### src/rtl/rst_seq_ctrl.sv
// rst_seq_ctrl: power-on / soft reset sequencer for NUM_DOM reset domains.
// After reset it enables the clock tree, waits CLK_SETTLE cycles, then
// releases domains 0..NUM_DOM-1 one at a time. Each domain must ack before
// the next one is released (REL_GAP cycles after the ack). A soft request
// tears the domains down in descending order and re-runs the sequence.
//
// Optional feature: define RST_SEQ_TIMEOUT_EN to enable the ack timeout
// (TO_CYC cycles per domain). A timeout parks the FSM in ERR with err=1 and
// err_dom = index of the silent domain. When undefined, WAIT_ACK waits
// forever and err / err_dom are constant 0.
//
// Handshake semantics: dom_ack[i] is a level, sampled only while the FSM is
// in WAIT_ACK for domain i; the first rising clk edge that sees it high
// completes that domain. soft_rst_req is a level sampled every edge; a high
// sample outside DONE / ERR / ASSERT is remembered (pending) and acted on
// when the sequence reaches DONE. Inside ASSERT it is ignored and cleared.
module rst_seq_ctrl #(
  parameter int NUM_DOM    = 4,
  parameter int CLK_SETTLE = 8,
  parameter int REL_GAP    = 4,
  parameter int TO_CYC     = 64,
  localparam int IW        = (NUM_DOM > 1) ? $clog2(NUM_DOM) : 1
) (
  input  logic               clk,
  input  logic               rst_n,
  input  logic               soft_rst_req,
  input  logic [NUM_DOM-1:0] dom_ack,
  output logic               clk_en,
  output logic [NUM_DOM-1:0] dom_rst_n,
  output logic               seq_done,
  output logic               busy,
  output logic               err,
  output logic [IW-1:0]      err_dom,
  output logic [2:0]         dbg_state
);

  // Shared cycle counter for SETTLE, GAP and ASSERT; all limits fit 8 bits.
  localparam int CW = 8;

  typedef enum logic [2:0] {
    S_HOLD     = 3'd0,
    S_SETTLE   = 3'd1,
    S_WAIT_ACK = 3'd2,
    S_GAP      = 3'd3,
    S_DONE     = 3'd4,
    S_ASSERT   = 3'd5,
    S_ERR      = 3'd6
  } state_t;

  // Out-of-range parameters stop elaboration rather than mis-size counters.
  if (NUM_DOM < 1 || NUM_DOM > 16 || CLK_SETTLE < 1 || CLK_SETTLE > 255 ||
      REL_GAP < 1 || REL_GAP > 255 || TO_CYC < 1) begin : g_bad_param
    $error("rst_seq_ctrl: parameter out of range");
  end

  state_t             r_state;
  logic [IW-1:0]      r_idx;
  logic [CW-1:0]      r_cnt;
  logic               r_pending;
  logic               r_clk_en;
  logic [NUM_DOM-1:0] r_dom_rst_n;
  logic               r_seq_done;
  logic               r_busy;

  logic [IW-1:0]      w_idx_inc;
  logic [IW-1:0]      w_asrt_bit;

`ifdef RST_SEQ_TIMEOUT_EN
  localparam int TW = (TO_CYC > 1) ? $clog2(TO_CYC) : 1;
  logic [TW-1:0]      r_to_cnt;
  logic               r_err;
  logic [IW-1:0]      r_err_dom;
`endif

  // Next domain to release from GAP, and the bit ASSERT clears this cycle
  // (descending from NUM_DOM-1 as r_cnt counts up from 0).
  assign w_idx_inc  = r_idx + IW'(1);
  assign w_asrt_bit = IW'(NUM_DOM - 1) - r_cnt[IW-1:0];

  // Sequencer FSM: all outputs are registered here.
  always_ff @(posedge clk or negedge rst_n) begin
    if (!rst_n) begin
      r_state     <= S_HOLD;
      r_idx       <= '0;
      r_cnt       <= '0;
      r_pending   <= 1'b0;
      r_clk_en    <= 1'b0;
      r_dom_rst_n <= '0;
      r_seq_done  <= 1'b0;
      r_busy      <= 1'b1;
`ifdef RST_SEQ_TIMEOUT_EN
      r_to_cnt    <= '0;
      r_err       <= 1'b0;
      r_err_dom   <= '0;
`endif
    end else begin
      // Remember a soft request made while the sequence is still running.
      if (soft_rst_req && (r_state inside {S_HOLD, S_SETTLE, S_WAIT_ACK, S_GAP})) begin
        r_pending <= 1'b1;
      end

      case (r_state)
        S_HOLD: begin
          r_clk_en <= 1'b1;
          r_idx    <= '0;
          r_cnt    <= '0;
          r_state  <= S_SETTLE;
        end

        S_SETTLE: begin
          if (r_cnt == CW'(CLK_SETTLE - 1)) begin
            r_cnt              <= '0;
            r_dom_rst_n[r_idx] <= 1'b1;
            r_state            <= S_WAIT_ACK;
`ifdef RST_SEQ_TIMEOUT_EN
            r_to_cnt           <= '0;
`endif
          end else begin
            r_cnt <= r_cnt + CW'(1);
          end
        end

        S_WAIT_ACK: begin
          if (dom_ack[r_idx]) begin
            if (r_idx == IW'(NUM_DOM - 1)) begin
              r_state    <= S_DONE;
              r_seq_done <= 1'b1;
              r_busy     <= 1'b0;
            end else begin
              r_cnt   <= '0;
              r_state <= S_GAP;
            end
          end
`ifdef RST_SEQ_TIMEOUT_EN
          else if (r_to_cnt == TW'(TO_CYC - 1)) begin
            r_state   <= S_ERR;
            r_err     <= 1'b1;
            r_err_dom <= r_idx;
            r_busy    <= 1'b0;
            r_pending <= 1'b0;
          end else begin
            r_to_cnt <= r_to_cnt + TW'(1);
          end
`endif
        end

        S_GAP: begin
          if (r_cnt == CW'(REL_GAP - 1)) begin
            r_cnt                  <= '0;
            r_idx                  <= w_idx_inc;
            r_dom_rst_n[w_idx_inc] <= 1'b1;
            r_state                <= S_WAIT_ACK;
`ifdef RST_SEQ_TIMEOUT_EN
            r_to_cnt               <= '0;
`endif
          end else begin
            r_cnt <= r_cnt + CW'(1);
          end
        end

        S_DONE: begin
          if (r_pending || soft_rst_req) begin
            r_state    <= S_ASSERT;
            r_seq_done <= 1'b0;
            r_busy     <= 1'b1;
            r_cnt      <= '0;
            r_pending  <= 1'b0;
          end
        end

        S_ASSERT: begin
          r_pending <= 1'b0;
          if (r_cnt == CW'(NUM_DOM)) begin
            r_cnt    <= '0;
            r_clk_en <= 1'b0;
            r_state  <= S_HOLD;
          end else begin
            r_dom_rst_n[w_asrt_bit] <= 1'b0;
            r_cnt                   <= r_cnt + CW'(1);
          end
        end

        S_ERR: begin
          if (soft_rst_req) begin
            r_state   <= S_ASSERT;
            r_busy    <= 1'b1;
            r_cnt     <= '0;
            r_pending <= 1'b0;
`ifdef RST_SEQ_TIMEOUT_EN
            r_err     <= 1'b0;
`endif
          end
        end

        default: begin
          r_state <= S_HOLD;
        end
      endcase
    end
  end

  assign clk_en    = r_clk_en;
  assign dom_rst_n = r_dom_rst_n;
  assign seq_done  = r_seq_done;
  assign busy      = r_busy;
  assign dbg_state = r_state;

`ifdef RST_SEQ_TIMEOUT_EN
  assign err     = r_err;
  assign err_dom = r_err_dom;
`else
  assign err     = 1'b0;
  assign err_dom = '0;
`endif

endmodule

### config.mk
export PLATFORM = sky130hd
export DESIGN_NAME = rst_seq_ctrl
export DESIGN_NICKNAME = d
export VERILOG_FILES = /design/src/rtl/rst_seq_ctrl.sv
export SDC_FILE = /design/constraint.sdc
export NUM_CORES = 1
export LEC_CHECK = 0
export ABC_AREA = 1
export ABC_CLOCK_PERIOD_IN_PS = 1770
export BUFFER_PORTS_ARGS = -buffer_cell sky130_fd_sc_hd__buf_2
export CAP_MARGIN = 0
export CELL_PAD_IN_SITES_DETAIL_PLACEMENT = 0
export CELL_PAD_IN_SITES_GLOBAL_PLACEMENT = 2
export CORE_MARGIN = 1.5
export CORE_UTILIZATION = 33
export DETAILED_ROUTE_END_ITERATION = 12
export HOLD_SLACK_MARGIN = 0.08
export PLACE_DENSITY = 0.82
export RECOVER_POWER = 100
export SLEW_MARGIN = 20
export SYNTH_ARGS = -nofsm -noshare
export SYNTH_HDL_FRONTEND = slang
export SYNTH_SLANG_ARGS = --single-unit
### constraint.sdc
create_clock -name clk -period 1.77 [get_ports clk]
set_input_delay 0.2655 -clock clk [delete_from_list [all_inputs] [get_ports clk]]
set_output_delay 0.2655 -clock clk [all_outputs]
set_load 0.1 [all_outputs]
==> flow_metrics.py, run 1 <==
metrics = {
    "drt": {
        "route.detailed.vias_per_inst": 4.740,
        "wl_per_cell_microns": 12.26,
        "drc": 0,
        "via_count": 1204,
        "drt.antenna.violating_nets": 0,
        "drt_wl_total_microns": 3113,
        "detailedRoute.firstIterationViolations": 54,
        "first_pass_iters": 6,
    },
    "cts": {
        "cts_tree": "done",
        "clock_latency_on_the_worst_skew_pair_ns": 0.26,
        "cts_htree_levels": 1,
        "cts_root_buffer": "clkbuf_8",
        "cts_made_buffers": 3,
        "bufs_on_longest_clock_path": 2,
        "clock_sink_count": 21,
        "cts.clk_slew.worst_paths_ns": 0.09,
    },
    "setup_path": {
        "worstSetupStartpointType": "register",
        "cpMaxStageDelayCell": "dfrtp_1",
        "critical_path_peak_fanout": 5,
        "critical-path-max-stage-delay_ns": 0.42,
        "path_delay_family": "simple AND/OR/NAND/NOR gates",
        "critical_path_buf_inv_count": 0,
        "timing.critical_path.required_ns": 1.97,
        "cp-end-kind": "register",
        "crit_chain": "ha_1 -> nand3_1 -> o21ai_1 -> and2_0 -> nand3_1 -> nand2_1",
        "crit_top_cell": "nand3_1",
        "criticalPathCategory": "reg -> reg",
        "worstPathArrival_ns": 1.80,
    },
    "floorplanning": {
        "placement_rows": 23,
        "core_area_sq_um": 4115,
        "die_h_microns": 69.29,
        "design.portCount": 20,
        "die_area_sq_um": 4801,
        "effective_utilization_at_floorplan_pct": 35.24,
        "floorplan.die.width_microns": 69.29,
    },
    "synth": {
        "synth_cell_type_count": 33,
        "synth-warning-count": 0,
        "synth_xor_area_share_pct": 3.624,
        "post_synth_and_or_nand_nor_area_fraction_pct": 31.15,
        "synth_largest_type_area_fraction_pct": 34.51,
        "async_flop_share_pct": 100.0,
        "synthMuxAreaShare_pct": 0,
        "ys_ff_latch": 21,
        "synth_area_in_compound_gates_pct": 12.17,
        "synth.largest_area_cell": "dfrtp_1",
        "synthesis.area_sq_um": 1450,
        "combinational_family_with_the_most_area_after_synthesis": "simple AND/OR/NAND/NOR gates",
        "synth_edf_count": 0,
        "synth_fa_ha_area_share_pct": 6.903,
        "syn_inst": 186,
        "syn_area_per_cell_sq_um": 7.796,
        "synthTopCellsByArea": "dfrtp_1, nand2_1, ha_1, o21ai_0, inv_1",
        "dominantRegCellSynth": "dfrtp_1",
        "ys_seq_area_share_pct": 36.32,
    },
    "timing": {
        "final_max_slew_viol_count": 0,
        "final_min_period_over_clock_period_pct": 90.53,
        "tightestPinTransition_ns": 0.5541,
        "final-hold-violation-count": 0,
        "setup_repair_after_global_routing_missed_its_margin": "no",
        "tns_ns": 0,
        "max_freq_mhz": 624.1,
        "slew_headroom_pct": 63.22,
        "setup-violations-final": 0,
        "final.setup_skew_ns": 0.006220,
        "fin_crit_period_ns": 1.602,
    },
    "layout": {
        "synthToLayoutAreaGrowth_pct": 11.65,
        "nets": 220,
        "drive_gt1_share_pct": 19.61,
        "final_cell_count_no_fill": 254,
        "antennaDiodeCount": 0,
    },
    "placement": {
        "post-place-cells": 249,
        "gp_congestion": 0.8090,
        "portBuffers": 16,
        "hpwl_microns": 2365,
    },
    "power_and_ir_drop": {
        "p_sw_share_pct": 56.79,
        "max-vdd-ir-drop_mv": 0.6742,
        "clkPwrFrac_pct": 12.5,
        "seq_power_share_pct": 28.4,
        "power.internal_mw": 1.141,
        "switching_power_mw": 1.500,
        "power.density_nw_per_um2": 1631,
        "power.combinational.fraction_pct": 59.1,
        "static-leakage-power_nw": 0.8225,
    },
    "global_routing": {
        "groute.usage.overall_pct": 13.78,
        "grt_first_pass_wirelength_microns": 5437,
        "initial_antenna_violation_count": 0,
        "first_global_vias": 1201,
        "pin_count_of_the_biggest_net_entering_global_routing": 22,
        "grt_overflow_total": 0,
    },
    "hold_path": {
        "worstHoldPathType": "in -> reg",
    },
    "run_status": {
        "run_status": "complete, no violations",
    },
    "run": {
        "maxCapViolCount": 0,
    },
}
==> cell usage after synthesis (all sizes together) (2+ instances only) <==
master	instances
nand2	54
inv	21
dfrtp	20
o21ai	20
nand3	17
nor2	16
ha	8
buf	7
xor2	5
a21oi	3
nand3b	3
nand4	2
o31ai	2
==> registers in the layout, indices dropped and copies added, names as in the netlist <==
register	flops
busy	1
clk_en	1
dbg_state	3
dom_rst_n	4
r_cnt	8
r_idx	2
r_pending	1
seq_done	1
==> per-layer routing <==
layer	vias to the layer above	global-route usage, %	wire length (microns)
met5	-	0	0
met4	0	3.268	27
met3	4	3.779	97
met2	23	23.40	1477
met1	548	17.34	1510
li1	629	-	-
==> worst paths after layout <==
check,to,startpoint,depth (start not counted),slack [ns]
setup / recovery,dom_rst_n[3],r_cnt[0],6,0.17
hold / removal,r_pending,soft_rst_req,3,0.32
setup reg to reg,dom_rst_n[3],r_cnt[0],6,0.17
hold reg to reg,busy,busy,2,0.47
max in group asynchronous,dbg_state[0],rst_n,2,0.91
min in group asynchronous,r_idx[0],rst_n,2,0.50
==> layout by cell type, fill, tap and decap left out, types with 3 or more instances in the layout <==
master	Yosys	final
nand2_1	51	51
inv_1	19	19
dfrtp_1	20	18
o21ai_0	15	15
nand3_1	14	14
nor2_1	13	13
clkbuf_2	0	10
ha_1	8	8
buf_2	0	6
xor2_1	5	5
a21oi_1	3	3
nand2_2	3	3
conb_1	1	3
clkbuf_8	0	3
==> layout make-up <==
type | instances | area [sq um]
Fill cell | 443 | 2496
Multi-Input combinational cell | 139 | 798.3
Sequential cell | 21 | 529.3
Timing Repair Buffer | 19 | 105.1
Inverter | 21 | 78.83
Tap cell | 50 | 62.56
Clock buffer | 4 | 45.04
==> what timing repair did <==
action / 4_1_cts / 5_1_grt
resized for setup: 0 / 1
setup endpoints to repair: 0 / 10
buffers inserted: 0 / 0
hold endpoints to repair: 20 / 0
hold buffers: 1 / 0
==> through the flow <==
step	total power [mW]	util, %	setup slack, ns	instance area, sq um	hold slack, ns
3_5_place_dp	2.318	37.88	0.07662	1559	0.2740
5_1_grt	2.850	39.34	0.01662	1619	0.3420
2_1_floorplan	2.081	-	0.08690	1461	-0.03009
4_1_cts	2.661	39.22	0.08298	1614	0.3145
3_3_place_gp	2.301	37.88	0.1491	1559	0.2612
6_report	2.640	39.34	0.1676	1619	0.3230
==> worst min-delay path, cell delays in order <==
cell     delay (ns)
buf_2          0.11
a21oi_1        0.13
a31oi_1        0.05
==> cell families (layout without fill, tap and decap cells) <==
kind of cell,Yosys count,after routing
simple gates,93,93
fa+ha+maj,8,8
compound gates,29,29
flops,21,21
other cells,1,3
xor+xnor,6,6
buf+inv,28,44
==> power groups by stage <==
stage               registers [mW]  logic (mW)  clock network, mW
floorplan                     1.26       0.825                  0
global placement             0.756        1.55                  0
detailed placement           0.760        1.56                  0
CTS                          0.750        1.56              0.346
global route                 0.772        1.71              0.364
finish                       0.750        1.56              0.330
Note: power is estimated with default switching activity, not from simulation.
==> run 2, diff against run 1 <==
--- a/config.mk
+++ b/config.mk
@@ -11,12 +11,11 @@
 export CAP_MARGIN = 0
 export CELL_PAD_IN_SITES_DETAIL_PLACEMENT = 0
 export CELL_PAD_IN_SITES_GLOBAL_PLACEMENT = 2
-export CORE_MARGIN = 1.5
-export CORE_UTILIZATION = 33
+export CORE_MARGIN = 2
+export CORE_UTILIZATION = 25
 export DETAILED_ROUTE_END_ITERATION = 12
 export HOLD_SLACK_MARGIN = 0.08
-export PLACE_DENSITY = 0.82
-export RECOVER_POWER = 100
+export PLACE_DENSITY = 0.65
 export SLEW_MARGIN = 20
 export SYNTH_ARGS = -nofsm -noshare
 export SYNTH_HDL_FRONTEND = slang
==> flow_metrics.py, run 2 (synthesis gave the netlist of run 1 again) <==
metrics = {
    "run_status": {
        "run_status": "complete, no violations",
    },
    "setup_path": {
        "timing.reg2reg.worst_path_depth": 7,
        "cpMaxStageDelayCell": "dfrtp_1",
        "timing.critical_path.required_ns": 1.93,
        "worstPathArrival_ns": 1.75,
        "path_delay_family": "flip-flops",
        "timing.rr.end": "dbg_state[2]",
        "timing.rr.start": "r_cnt[0]",
        "crit_chain": "inv_1 -> ha_1 -> nand3_2 -> o21ai_4 -> nand3_4 -> o21ai_1 -> nand2_1",
        "critical_path_buf_inv_count": 1,
        "critical_path_peak_fanout": 11,
        "criticalPathCategory": "reg -> reg",
        "cp-end-kind": "register",
        "reg2reg_slack_ns": 0.18,
        "worstSetupStartpointType": "register",
        "critical-path-max-stage-delay_ns": 0.43,
    },
    "power_and_ir_drop": {
        "static-leakage-power_nw": 0.8309,
        "power.internal_mw": 1.156,
        "switching_power_mw": 1.501,
        "clkPwrFrac_pct": 12.4,
        "max-vdd-ir-drop_mv": 0.5503,
        "power.density_nw_per_um2": 1595,
        "design_power_total_mw": 2.657,
        "seq_power_share_pct": 28.4,
        "p_sw_share_pct": 56.49,
        "power.combinational.fraction_pct": 59.1,
    },
    "layout": {
        "finalCoreUtilization_pct": 30.06,
        "drive_gt1_share_pct": 21.84,
        "synthToLayoutAreaGrowth_pct": 14.84,
        "nets": 222,
        "final_common_cell": "nand2_1",
        "largest_reg_flops": 8,
        "antennaDiodeCount": 0,
        "registers.top_by_ff_count": "r_cnt",
        "final_cell_count_no_fill": 278,
        "layout.cells.most_common_list": "nand2_1, inv_1, dfrtp_1, buf_2, o21ai_0",
        "filler_cell_count": 623,
    },
    "floorplanning": {
        "placement_rows": 27,
        "design.portCount": 20,
        "floorplan.die.width_microns": 80.16,
        "core_area_sq_um": 5540,
        "die_area_sq_um": 6426,
        "die_h_microns": 80.16,
        "effective_utilization_at_floorplan_pct": 26.17,
    },
    "cts": {
        "cts.clk_slew.worst_paths_ns": 0.09,
        "post_cts_buffers": 0,
        "clock_latency_on_the_worst_skew_pair_ns": 0.26,
        "cts_made_buffers": 3,
        "clock_sink_count": 21,
        "cts_tree": "done",
        "cts_root_buffer": "clkbuf_8",
        "cts_htree_levels": 1,
        "bufs_on_longest_clock_path": 2,
    },
    "timing": {
        "slew_headroom_pct": 65.09,
        "final_min_period_over_clock_period_pct": 89.92,
        "setup-violations-final": 0,
        "setup_repair_after_global_routing_missed_its_margin": "no",
        "tns_ns": 0,
        "tightestPinTransition_ns": 0.5236,
        "fin_crit_period_ns": 1.592,
        "max_freq_mhz": 628.3,
        "final_max_slew_viol_count": 0,
        "final.setup_skew_ns": 0.002925,
        "final-hold-violation-count": 0,
    },
    "drt": {
        "drt_wl_total_microns": 3262,
        "route.detailed.vias_per_inst": 4.173,
        "detailedRoute.firstIterationViolations": 24,
        "wl_per_cell_microns": 11.73,
        "first_pass_iters": 4,
        "drc": 0,
        "via_count": 1160,
        "drt.antenna.violating_nets": 0,
    },
    "global_routing": {
        "pin_count_of_the_biggest_net_entering_global_routing": 22,
        "grt_first_pass_wirelength_microns": 5768,
        "grt_overflow_total": 0,
        "first_global_vias": 1235,
        "initial_antenna_violation_count": 0,
        "groute.usage.overall_pct": 11.38,
    },
    "hold_path": {
        "worstHoldPathType": "in -> reg",
        "holdPathEnd": "r_pending",
        "min_from": "soft_rst_req",
        "hold-path-cell-count": 3,
    },
    "placement": {
        "gp_congestion": 0.6860,
        "portBuffers": 16,
        "hpwl_microns": 2524,
        "post-place-cells": 273,
    },
    "run": {
        "maxCapViolCount": 0,
    },
}
## run 2: changes by cell type in the layout (fill, tap and decap cells not counted), sizes merged
cell / delta
buf: +12
clkbuf: -11
clkinv: +1
## run 2: layer usage
layer  track usage (%)  vias up  part of all wire [%]
met5                 0        -                     0
met4             3.051        0                  0.58
met3             1.685        2                   1.9
met2             19.17        7                    49
met1             15.14      522                    49
li1                  -      629                     -
## run 2: final cells by class
class | instances | area, sq um | area share (%)
clock buffers | 3 | 41.29 | 2.479
multi-input cells | 139 | 799.5 | 48.01
repair buffers | 21 | 120.1 | 7.213
flip-flops and latches | 21 | 530.5 | 31.86
clock inverters | 1 | 5.005 | 0.3005
inverters | 21 | 78.83 | 4.733
well taps | 72 | 90.09 | 5.409
## run 2: what timing repair did
action | 4_1_cts | 5_1_grt
hold buffers | 1 | 0
resized for setup | 0 | 1
hold endpoints to repair | 20 | 0
endpoints found under the setup margin | 0 | 9
## run 2: power groups by stage
stage / sequential (mW) / combinational (mW) / clock (mW)
floorplan: 1.26 / 0.825 / 0
global placement: 0.765 / 1.58 / 0
detailed placement: 0.768 / 1.57 / 0
CTS: 0.757 / 1.58 / 0.353
global route: 0.779 / 1.76 / 0.377
finish: 0.755 / 1.57 / 0.330
## run 2: worst max-delay path by stage
stage | startpoint | end | slack (ns) | depth (start not counted)
after global placement | r_cnt[0] | dbg_state[2] | 0.13 | 7
after detailed placement | r_cnt[0] | dbg_state[2] | 0.08 | 7
final | r_cnt[0] | dbg_state[2] | 0.18 | 7
after CTS | r_cnt[0] | dbg_state[2] | 0.07 | 7
after floorplan | dbg_state[2] | r_cnt[2] | 0.09 | 8
after global routing | r_cnt[0] | dbg_state[1] | 0.02 | 7
## run 2: tightest hold or removal path, stage by stage
cell and delay (ns):
buf_2 0.10, a21oi_1 0.06, a31oi_1 0.12
## run 2: metrics by stage
| step | instance area (sq um) | worst slack, ns | hold slack (ns) |
|---|---|---|---|
| 2_1_floorplan | 1461 | 0.08690 | -0.03009 |
| 3_3_place_gp | 1602 | 0.1271 | 0.2825 |
| 3_5_place_dp | 1602 | 0.07578 | 0.2828 |
| 4_1_cts | 1658 | 0.07043 | 0.3099 |
| 5_1_grt | 1665 | 0.01978 | 0.3566 |
| 6_report | 1665 | 0.1784 | 0.3228 |
